## src/rtl/vram_pkg.sv

```systemverilog
// rtl/vram_pkg.sv - shared constants and owner encoding for the video RAM arbiter
package vram_pkg;
    localparam int AW = 14;
    localparam int DW = 8;

    localparam logic [1:0] VID_SLOT = 2'd0;

    // Used both for the combinational issue select and the registered pending tag
    typedef enum logic [1:0] {
        OWN_NONE = 2'd0,
        OWN_VID  = 2'd1,
        OWN_CPU  = 2'd2,
        OWN_DMA  = 2'd3
    } owner_e;
endpackage

```

## src/rtl/rr_arb2.sv

```systemverilog
// rtl/rr_arb2.sv - two-way round-robin arbiter with one-hot grant
module rr_arb2 (
    input  logic       i_clk,
    input  logic       i_rst_n,
    input  logic [1:0] i_req,
    input  logic       i_en,
    output logic [1:0] o_grant
);
    // 1 = requester 1 won most recently, so requester 0 takes the next tie
    logic r_last;

    always_comb begin
        o_grant = 2'b00;
        if (i_en) begin
            case (i_req)
                2'b01:   o_grant = 2'b01;
                2'b10:   o_grant = 2'b10;
                2'b11:   o_grant = r_last ? 2'b01 : 2'b10;
                default: o_grant = 2'b00;
            endcase
        end
    end

    always_ff @(posedge i_clk or negedge i_rst_n) begin
        if (!i_rst_n) begin
            r_last <= 1'b1;
        end else if (|o_grant) begin
            r_last <= o_grant[1];
        end
    end
endmodule

```

## src/rtl/vram_arbiter.sv

```systemverilog
// rtl/vram_arbiter.sv - single-port video RAM shared by scanout, CPU and DMA
module vram_arbiter #(
    parameter int AW = vram_pkg::AW,
    parameter int DW = vram_pkg::DW
) (
    input  logic          i_clk,
    input  logic          i_rst_n,
    input  logic [1:0]    i_vid_phase,
    input  logic          i_vid_en,
    input  logic [AW-1:0] i_vid_addr,
    output logic [DW-1:0] o_vid_data,
    input  logic          i_cpu_req,
    input  logic          i_cpu_we,
    input  logic [AW-1:0] i_cpu_addr,
    input  logic [DW-1:0] i_cpu_wdata,
    output logic [DW-1:0] o_cpu_rdata,
    output logic          o_cpu_ack,
    input  logic          i_dma_req,
    input  logic          i_dma_we,
    input  logic [AW-1:0] i_dma_addr,
    input  logic [DW-1:0] i_dma_wdata,
    output logic [DW-1:0] o_dma_rdata,
    output logic          o_dma_ack,
    output logic [AW-1:0] o_ram_addr,
    output logic          o_ram_we,
    output logic [DW-1:0] o_ram_wdata,
    input  logic [DW-1:0] i_ram_rdata
);
    import vram_pkg::*;

    logic          w_vid_own;
    logic [1:0]    w_elig;
    logic [1:0]    w_grant;
    owner_e        w_own;
    logic [AW-1:0] w_addr;
    logic          w_we;
    logic [DW-1:0] w_wdata;
    logic          w_cpu_rd_done;
    logic          w_dma_rd_done;

    owner_e        r_tag;
    logic          r_we_pend;
    logic [AW-1:0] r_addr_hold;
    logic [DW-1:0] r_vid_data;
    logic [DW-1:0] r_cpu_rdata;
    logic [DW-1:0] r_dma_rdata;

    assign w_vid_own = i_vid_en && (i_vid_phase == VID_SLOT);

    // The port served last cycle sits out one cycle, so its ack cycle is never reissued
    assign w_elig = {i_dma_req && (r_tag != OWN_DMA),
                     i_cpu_req && (r_tag != OWN_CPU)};

    rr_arb2 u_rr (
        .i_clk   (i_clk),
        .i_rst_n (i_rst_n),
        .i_req   (w_elig),
        .i_en    (!w_vid_own),
        .o_grant (w_grant)
    );

    always_comb begin
        w_own   = OWN_NONE;
        w_addr  = r_addr_hold;
        w_we    = 1'b0;
        w_wdata = '0;
        if (w_vid_own) begin
            w_own  = OWN_VID;
            w_addr = i_vid_addr;
        end else if (w_grant[0]) begin
            w_own   = OWN_CPU;
            w_addr  = i_cpu_addr;
            w_we    = i_cpu_we;
            w_wdata = i_cpu_wdata;
        end else if (w_grant[1]) begin
            w_own   = OWN_DMA;
            w_addr  = i_dma_addr;
            w_we    = i_dma_we;
            w_wdata = i_dma_wdata;
        end
    end

    assign o_ram_addr  = w_addr;
    assign o_ram_we    = w_we && i_rst_n;
    assign o_ram_wdata = w_wdata;

    always_ff @(posedge i_clk or negedge i_rst_n) begin
        if (!i_rst_n) begin
            r_tag       <= OWN_NONE;
            r_we_pend   <= 1'b0;
            r_addr_hold <= '0;
            r_vid_data  <= '0;
            r_cpu_rdata <= '0;
            r_dma_rdata <= '0;
        end else begin
            r_tag       <= w_own;
            r_we_pend   <= w_we;
            r_addr_hold <= w_addr;
            if (r_tag == OWN_VID) begin
                r_vid_data <= i_ram_rdata;
            end
            if (w_cpu_rd_done) begin
                r_cpu_rdata <= i_ram_rdata;
            end
            if (w_dma_rd_done) begin
                r_dma_rdata <= i_ram_rdata;
            end
        end
    end

    assign o_cpu_ack     = (r_tag == OWN_CPU);
    assign o_dma_ack     = (r_tag == OWN_DMA);
    assign w_cpu_rd_done = o_cpu_ack && !r_we_pend;
    assign w_dma_rd_done = o_dma_ack && !r_we_pend;

    // Read data is presented straight from the RAM alongside ack, then held
    assign o_cpu_rdata = w_cpu_rd_done ? i_ram_rdata : r_cpu_rdata;
    assign o_dma_rdata = w_dma_rd_done ? i_ram_rdata : r_dma_rdata;
    assign o_vid_data  = r_vid_data;
endmodule

```

## config.mk

```make
export PLATFORM = sky130hd
export DESIGN_NAME = vram_arbiter
export DESIGN_NICKNAME = d
export VERILOG_FILES = /design/src/rtl/vram_pkg.sv /design/src/rtl/rr_arb2.sv /design/src/rtl/vram_arbiter.sv
export SDC_FILE = /design/constraint.sdc
export NUM_CORES = 1
export LEC_CHECK = 0
export CORE_MARGIN = 2
export CORE_UTILIZATION = 40
export CTS_BUF_LIST = sky130_fd_sc_hd__clkbuf_8
export DETAILED_ROUTE_END_ITERATION = 8
export PLACE_DENSITY = 0.95
export SYNTH_ARGS = -nofsm -noshare
export SYNTH_HDL_FRONTEND = slang
export SYNTH_SLANG_ARGS = --single-unit
```

## constraint.sdc

```tcl
create_clock -name i_clk -period 2.7 [get_ports i_clk]
set_input_delay 0.405 -clock i_clk [delete_from_list [all_inputs] [get_ports i_clk]]
set_output_delay 0.405 -clock i_clk [all_outputs]
set_load 0.02 [all_outputs]
```

== Word level (Yosys, flattened, before mapping) ==
Cells that the tools add are included.
Word-level totals
  register bits: 42
Operators by class
  eq/ne operators: 8
  muxes and demuxes: 17
  reduce and logical (&&, ||, !) cells: 9
Operator list (number)
  $mux 14: 3
  $mux 8: 5
  $mux 2: 5
  $eq 2x2->1 const B: 4
  $logic_and 1x1->1: 6
  $pmux 2 s3: 1
  $eq 2x1->1 const B: 2
  $ne 2x2->1 const B: 2
  $mux 1: 3
  $logic_not 2->1: 1
  $reduce_or 2->1: 1
  $logic_not 1->1: 1

== Longest topological paths before layout ==
Gate-level depths: netlist of the first run.
  depth in word-level cells: 9
  depth in mapped cells: 7
  gate-level depth less buffers: 4

== Hierarchy ==
From an unflattened synthesis of the first run, not the netlist that was laid out.
Second synthesis, totals
  cells, all modules: 175
  area total of the unflattened synthesis: 2135.8 um^2
Modules (own cells, without submodules)
  vram_arbiter: times used 1, cells each 167, area an instance 2073.2 um^2, seq. area each 1026.0 um^2
  rr_arb2: times used 1, cells each 8, area an instance 62.6 um^2, seq. area each 26.3 um^2

== Least setup slack after synthesis of the first run ==
No wires, ideal clock.
  path type: reg2out
  from: register r_tag[1]
  to: output port o_ram_we
  arrival time: 1705 ps
  required time: 2295 ps
  path slack: 590 ps
  cell stages (with the launch flop): 8
  buffers on the path: 3
  path through: dfrtp_1 -> buf_6 -> nand2_1 -> and3_1 -> buf_2 -> buf_2 -> a22oi_1 -> nor3b_1
Between the ends
  longest elaborated chain between the ends: 9
  elaborated cells on any way between the ends: 13
  those cells by class: 5 x eq/ne; 5 x mux; 3 x reduce/logical
Ends and longest elaborated chain
  start, declared: RTL line vram_arbiter.sv:41  | owner_e r_tag;
  start signal, assigned: RTL line vram_arbiter.sv:96  | r_tag <= w_own;
  $ne 2x2->1, on equally long branches: RTL line vram_arbiter.sv:52, vram_arbiter.sv:51
  $logic_and 1x1->1, on equally long branches: RTL line vram_arbiter.sv:52, vram_arbiter.sv:51
  $eq 2x2->1 or $eq 2x1->1 (tied branches): RTL line rr_arb2.sv:15  | case (i_req)
  $pmux 2 s3 (*): RTL line rr_arb2.sv:15
  $mux 2 (*): RTL line rr_arb2.sv:14  | if (i_en) begin
  $mux 1: RTL line vram_arbiter.sv:75  | end else if (w_grant[1]) begin
  $mux 1 (*): RTL line vram_arbiter.sv:70  | end else if (w_grant[0]) begin
  $mux 1 (*): RTL line vram_arbiter.sv:67  | if (w_vid_own) begin
  $logic_and 1x1->1 (*): RTL line vram_arbiter.sv:84  | assign o_ram_we = w_we && i_rst_n;
  end, declared: RTL line vram_arbiter.sv:25  | output logic o_ram_we,
Mark *: on every way between the ends. The rest lies on a longest branch, timed or not.

== Final worst setup path of the first run ==
  from: register r_tag[1]
  to: output port o_ram_addr[9]
Between the ends
  longest elaborated chain between the ends: 8
  elaborated cells on any way between the ends: 12
  those cells by class: 5 x eq/ne; 5 x mux; 2 x reduce/logical
Ends and longest elaborated chain
  $ne 2x2->1, on equally long branches: RTL line vram_arbiter.sv:52, vram_arbiter.sv:51
  $logic_and 1x1->1, on equally long branches: RTL line vram_arbiter.sv:52, vram_arbiter.sv:51
  $eq 2x2->1 or $eq 2x1->1 (tied branches): RTL line rr_arb2.sv:15
  $pmux 2 s3 (*): RTL line rr_arb2.sv:15
  $mux 2 (*): RTL line rr_arb2.sv:14
  $mux 14: RTL line vram_arbiter.sv:75
  $mux 14 (*): RTL line vram_arbiter.sv:70
  $mux 14 (*): RTL line vram_arbiter.sv:67
  end, declared: RTL line vram_arbiter.sv:24  | output logic [AW-1:0] o_ram_addr,
Marked as above.

==> impl_metrics.json, run 1 <==
{
  "status": "finished, final reports clean",
  "netlist_top_cells_count": "dfrtp_1, nor2_1, mux2_2",
  "track_usage_pct": 23.7,
  "start_util_pct": 41.3,
  "worst_ep_required_time_ns": 2.30,
  "synthesis.area_per_instance_um2": 11.4,
  "synthTopCellsByArea": "dfrtp_1, mux2_2, nor2_1, a222oi_1, a22oi_1",
  "cts_tree": "yes",
  "worst_path_dominant_cell_family": "simple AND/OR/NAND/NOR gates",
  "class_of_the_most_critical_hold_timing_path": "in -> async",
  "area_growth_syn_to_layout_pct": 79.1,
  "synthesized_area_fraction_occupied_by_ao_oa_aoi_and_oai_cells_pct": 16.1,
  "design.portCount": 124,
  "fraction_of_layout_cells_with_a_size_suffix_above_1_pct": 20.6,
  "synth_cell_types": 27,
  "grt_overflow": 0,
  "antenna_cells_inserted": 0,
  "worst-path-buf-inv": 1,
  "num-fill-cells": 340,
  "slew_viol_final": 0,
  "port_buffers": 123,
  "post-route-min-period_ns": 2.59,
  "grt_antenna_before_repair": 0,
  "post-synth-top-area-cell": "dfrtp_1",
  "grt_setup_unrepaired": "true",
  "whs_ns": 0.220,
  "arrival_ns": 2.18,
  "async_sr_flop_fraction_pct": 100,
  "total_standard_cell_area_after_synthesis_um2": 1940,
  "max_freq_mhz": 387,
  "synth_enable_flop_cells": 0,
  "wirelength_um": 6070,
  "start_kind": "flip-flop",
  "path_max_fanout": 12,
  "irDropWorstVdd_v": 0.000468,
  "maxCapViolations": 0,
  "cts.reportedPaths.clkPinSlew_ns": 0.08,
  "clock_insertion_delay_worst_skew_ns": 0.29,
  "skew_final_ns": 0.0103,
  "net_count_after_synthesis": 245,
  "post-route-period-util_pct": 95.8,
  "htree_num_levels": 2,
  "ys_warn_count": 0,
  "combinational_family_with_the_most_area_after_synthesis": "compound AO/OA/AOI/OAI gates",
  "yosys_register_bits": 42,
  "pd_cells_nw_per_um2": 741,
  "ant_nets": 0,
  "grt_pass1_vias": 2015,
  "report.final.hold_viol_count": 0,
  "route.detailed.drc": 0,
  "register_area_um2": 1050,
  "yosys.area.top_type_share_pct": 53.0,
  "grt_pass1_wl_um": 9710,
  "final_net_count": 385,
  "synthSimpleGateAreaFrac_pct": 11.1,
  "setup_crit_path_kind": "reg -> out",
  "final_core_util_pct": 73.9,
  "grt_start_max_net_pins": 43,
  "synth_ff_type": "dfrtp_1",
  "tightest_slew_ns": 0.515,
  "dieWidth_um": 73.6,
  "dp.final_hpwl_um": 4750,
  "core_footprint_um2": 4690,
  "critPathCaptureType": "output pin",
  "die-height_um": 73.6,
  "critical-path-slowest-cell": "dfrtp_2",
  "tritoncts.num_buffers": 5,
  "yosys.cell_count.top_type": "dfrtp_1",
  "gp_congestion": 0.849,
  "first_pass_iteration_count_of_the_detailed_router": 4,
  "number_of_drc_markers_in_iteration_0": 110,
  "synthesis.instances": 170,
  "post_drt_wl_per_cell_um": 16.6,
  "slew_headroom_pct": 65.6,
  "post_cts.repair.setup_buffers": 0,
  "cp_slowest_stage_delay_ns": 0.46,
  "total_of_endpoints_with_negative_setup_slack_in_the_final_report": 0,
  "synthMuxAreaShare_pct": 14.5,
  "multiInputGateArea_um2": 812,
  "timing.critical_path.cells": "or3b_1 -> and3_4 -> a222oi_1 -> a21oi_1 -> dlygate4sd2_1",
  "r2r_setup_slack_ns": 0.92,
  "die-area_um2": 5410,
  "clock-root-buffer": "clkbuf_8",
  "floorplan.rows": 25,
  "clock_tree.buffer_depth": 2,
  "p_leak_nw": 1.58,
  "seq_area_frac_synth_pct": 54.4,
  "dr_total_vias": 1899,
  "synth-adder-area-share_pct": 0,
  "synth_xor_area_share_pct": 0,
  "post_drt_via_cell_ratio": 5.20,
  "tritoncts_num_sinks": 42
}
[registers in the layout, summed over array words and instances, names as in the netlist]
signal and cells:
r_we_pend 1, o_vid_data 8, u_rr.r_last 1, r_addr_hold 14
r_tag 2, r_dma_rdata 8, r_cpu_rdata 8
[power by group]
| part | total, mW | switching, mW | internal [mW] |
|---|---|---|---|
| clock | 0.419 | 0.211 | 0.208 |
| combinational | 1.24 | 0.600 | 0.644 |
| sequential | 0.906 | 0.0767 | 0.830 |
[layout by cell type (no fill, tap or decap), types with 3 or more instances in the layout]
master	count
a21oi_1	12
dlygate4sd2_1	19
o221ai_1	4
a222oi_1	9
o21ai_0	5
mux2_2	24
nand2_1	7
nor2_1	27
buf_4	19
buf_12	3
dlymetal6s2s_1	9
clkdlybuf4s50_1	89
dfrtp_1	40
inv_1	3
a22oi_1	9
clkbuf_8	6
clkdlybuf4s15_2	3
[layer usage]
metal	vias to the layer above	GRT usage (%)	share of wire, %
li1	912	-	-
met1	904	27.5	39
met2	66	42.1	54
met3	17	5.08	4.3
met4	0	9.70	3.0
met5	-	0	0
[layout make-up]
cell class / instances / share of cell area [%]
Clock buffer: 6 / 2.38
Clock inverter: 2 / 0.361
Inverter: 2 / 0.217
Multi-Input combinational cell: 114 / 23.4
Sequential cell: 42 / 30.4
Tap cell: 54 / 1.95
Timing Repair Buffer: 145 / 41.3
[kinds of logic after synthesis]
logic type | after synthesis
muxes | 25
buffers and inverters | 14
and+or+nand+nor | 46
DFF | 42
AOI/OAI and AO/OA | 43
[worst paths after layout]
| kind | cells after the start | start | endpoint |
|---|---|---|---|
| setup / recovery | 5 | r_tag[1] | o_ram_addr[9] |
| hold / removal | 2 | i_rst_n | r_addr_hold[13] |
| setup reg to reg | 6 | u_rr.r_last | r_addr_hold[11] |
| hold reg to reg | 1 | r_cpu_rdata[4] | r_cpu_rdata[4] |
| max in group asynchronous | 2 | i_rst_n | r_tag[1] |
| min in group i_clk | 1 | r_cpu_rdata[4] | r_cpu_rdata[4] |
[per-stage QoR]
stage	setup TNS (ns)	instance area (µm²)	instances	total power, mW	setup slack [ns]
final	0	3470	365	2.57	0.114
after global routing	-0.0182	3470	365	2.72	-0.0182
after CTS	-0.0454	3440	365	2.61	-0.0454
after detailed placement	-5.04	3370	357	2.22	-0.332
after global placement	-3.57	3370	357	2.18	-0.194
after floorplan	0	1940	170	1.54	0.590
[repair_timing]
action,in CTS,in global routing
endpoints found under the setup margin,23,27
pin swaps,0,1
gates cloned,0,0
hold buffers,0,0
gates resized for setup,33,10
Note: power is estimated with default switching activity, not from simulation.
==> run 2, diff against run 1 <==
--- a/config.mk
+++ b/config.mk
@@ -9,7 +9,7 @@
 export CORE_UTILIZATION = 40
 export CTS_BUF_LIST = sky130_fd_sc_hd__clkbuf_8
 export DETAILED_ROUTE_END_ITERATION = 8
-export PLACE_DENSITY = 0.95
+export PLACE_DENSITY = 0.87
 export SYNTH_ARGS = -nofsm -noshare
 export SYNTH_HDL_FRONTEND = slang
 export SYNTH_SLANG_ARGS = --single-unit
==> run 2 against run 1 <==
Effect of this change: combinational power about the same; final cell count increased by 0.55%; maximum frequency decreased by 0.19%; non-clock buffer count increased by 1; setup slack got worse by 0.0051 ns; sequential power decreased by 0.4%; clock skew decreased by 0.0041 ns; sequential cell count unchanged; register-to-register slack improved by 0.08 ns; sequential share of layout area increased by 0.055 points; count of clock-buffer cells in the layout decreased by 1; largest power group unchanged; highest routed layer unchanged.
==> impl_metrics.json, run 2 (synthesized netlist as in run 1, its figures left out) <==
{
  "status": "finished, final reports clean",
  "cts_tree": "yes",
  "wirelength_um": 6070,
  "clock_tree.buffer_depth": 2,
  "design.portCount": 124,
  "grt_pass1_vias": 1970,
  "total_of_endpoints_with_negative_setup_slack_in_the_final_report": 0,
  "slew_headroom_pct": 64.2,
  "largest_register_ffs": 14,
  "post-route-min-period_ns": 2.59,
  "tightest_slew_ns": 0.536,
  "gp_congestion": 0.753,
  "irDropWorstVdd_v": 0.000448,
  "clock-root-buffer": "clkbuf_8",
  "grt_setup_unrepaired": "false",
  "maxCapViolations": 0,
  "worst_ep_required_time_ns": 2.30,
  "reg2reg_depth": 4,
  "r2r_setup_slack_ns": 1.00,
  "antenna_cells_inserted": 0,
  "post-route-period-util_pct": 96.0,
  "cts.reportedPaths.clkPinSlew_ns": 0.08,
  "first_pass_iteration_count_of_the_detailed_router": 4,
  "tritoncts.num_buffers": 5,
  "startpoint": "r_tag[0]",
  "max_flop_register": "r_addr_hold",
  "slew_viol_final": 0,
  "port_buffers": 123,
  "setup_crit_path_kind": "reg -> out",
  "class_of_the_most_critical_hold_timing_path": "in -> async",
  "route.detailed.drc": 0,
  "number_of_drc_markers_in_iteration_0": 119,
  "layout_common_cells": "clkdlybuf4s50_1, dfrtp_1, nor2_1",
  "rr_endpoint": "r_addr_hold[3]",
  "die-height_um": 73.6,
  "num-fill-cells": 350,
  "report.final.hold_viol_count": 0,
  "fraction_of_layout_cells_with_a_size_suffix_above_1_pct": 22.7,
  "crit_path_end": "o_cpu_rdata[1]",
  "arrival_ns": 2.19,
  "htree_num_levels": 2,
  "grt_overflow": 0,
  "post_layout_nonfiller_instances": 367,
  "post_drt_wl_per_cell_um": 16.5,
  "dp.cells": 357,
  "ant_nets": 0,
  "start_kind": "flip-flop",
  "floorplan.rows": 25,
  "tritoncts_num_sinks": 42,
  "post_drt_via_cell_ratio": 5.17,
  "core_footprint_um2": 4690,
  "max_freq_mhz": 386,
  "start_util_pct": 41.3,
  "grt_antenna_before_repair": 0,
  "track_usage_pct": 22.4,
  "dr_total_vias": 1899,
  "dp.final_hpwl_um": 4440,
  "whs_ns": 0.206,
  "clock_insertion_delay_worst_skew_ns": 0.29,
  "critical_path.reg2reg.startpoint": "r_tag[1]",
  "skew_final_ns": 0.00621,
  "area_growth_syn_to_layout_pct": 78.8,
  "pd_cells_nw_per_um2": 766,
  "layout_commonest_cell": "clkdlybuf4s50_1",
  "critPathCaptureType": "output pin",
  "p_leak_nw": 1.55,
  "grt_pass1_wl_um": 9260,
  "path_max_fanout": 8,
  "grt_start_max_net_pins": 43,
  "die-area_um2": 5410,
  "final_net_count": 387,
  "dieWidth_um": 73.6
}
run 2: cell count changes in the layout (fill, tap and decap cells not counted), sizes merged:
cell / previous run / this run
dlygate4sd2: 19 / 12
clkbuf: 6 / 12
dlymetal6s2s: 9 / 5
inv: 4 / 3
clkinvlp: 0 / 1
clkdlybuf4s50: 89 / 96
bufinv: 0 / 1
clkdlybuf4s15: 5 / 2
buf: 23 / 24
and3: 2 / 3
run 2: report_power, final:
part           switching [mW]  leakage [nW]  internal, mW  total, mW
clock network           0.222        0.0556         0.272      0.494
logic                   0.607          1.00         0.648       1.25
registers              0.0726         0.490         0.829      0.902
total                   0.902          1.55          1.75       2.65
run 2: worst min-delay path by stage:
stage                          end  slack (ns)
finish                    r_tag[0]        0.21
global route        r_cpu_rdata[4]        0.24
CTS                 r_addr_hold[3]        0.22
detailed placement  r_cpu_rdata[0]        0.49
global placement    r_cpu_rdata[4]        0.48
floorplan            o_vid_data[0]        0.11
run 2: layout make-up:
type                    count  area, µm²  area share [%]
clock inverters             3       41.3            1.19
multi-input cells         115        823            23.8
inverters                   2       7.51           0.217
well taps                  54       67.6            1.95
flip-flops and latches     42       1050            30.4
clock buffers               5       68.8            1.99
repair buffers            146       1400            40.4
run 2: repair_timing:
| action | in CTS | in global routing |
|---|---|---|
| pin swaps | 1 | 0 |
| buffers inserted | 0 | 1 |
| gates cloned | 0 | 1 |
| hold buffers | 0 | 0 |
| setup endpoints to repair | 23 | 27 |
| gates resized for setup | 22 | 27 |
run 2: routing by layer:
layer	part of all wire, %	track usage [%]
met5	0	0
met4	2.6	8.89
met2	52	38.2
met1	40	27.3
met3	5.5	5.35
run 2: per-stage QoR:
step	total power, mW	worst slack (ns)	setup TNS [ns]	cell area, µm²	util [%]
2_1_floorplan	1.54	0.590	0	1940	-
3_3_place_gp	2.18	-0.183	-3.13	3370	71.8
3_5_place_dp	2.21	-0.241	-3.70	3370	71.8
4_1_cts	2.67	-0.179	-0.348	3450	73.6
5_1_grt	2.79	0.00603	0	3460	73.8
6_report	2.65	0.109	0	3460	73.8
run 2: critical path: stages, from the launching register on:
cell             delay (ns)
dfrtp_1                0.42
nand2b_2               0.25
nor2_1                 0.11
buf_4                  0.19
mux2_2                 0.37
clkdlybuf4s50_1        0.55
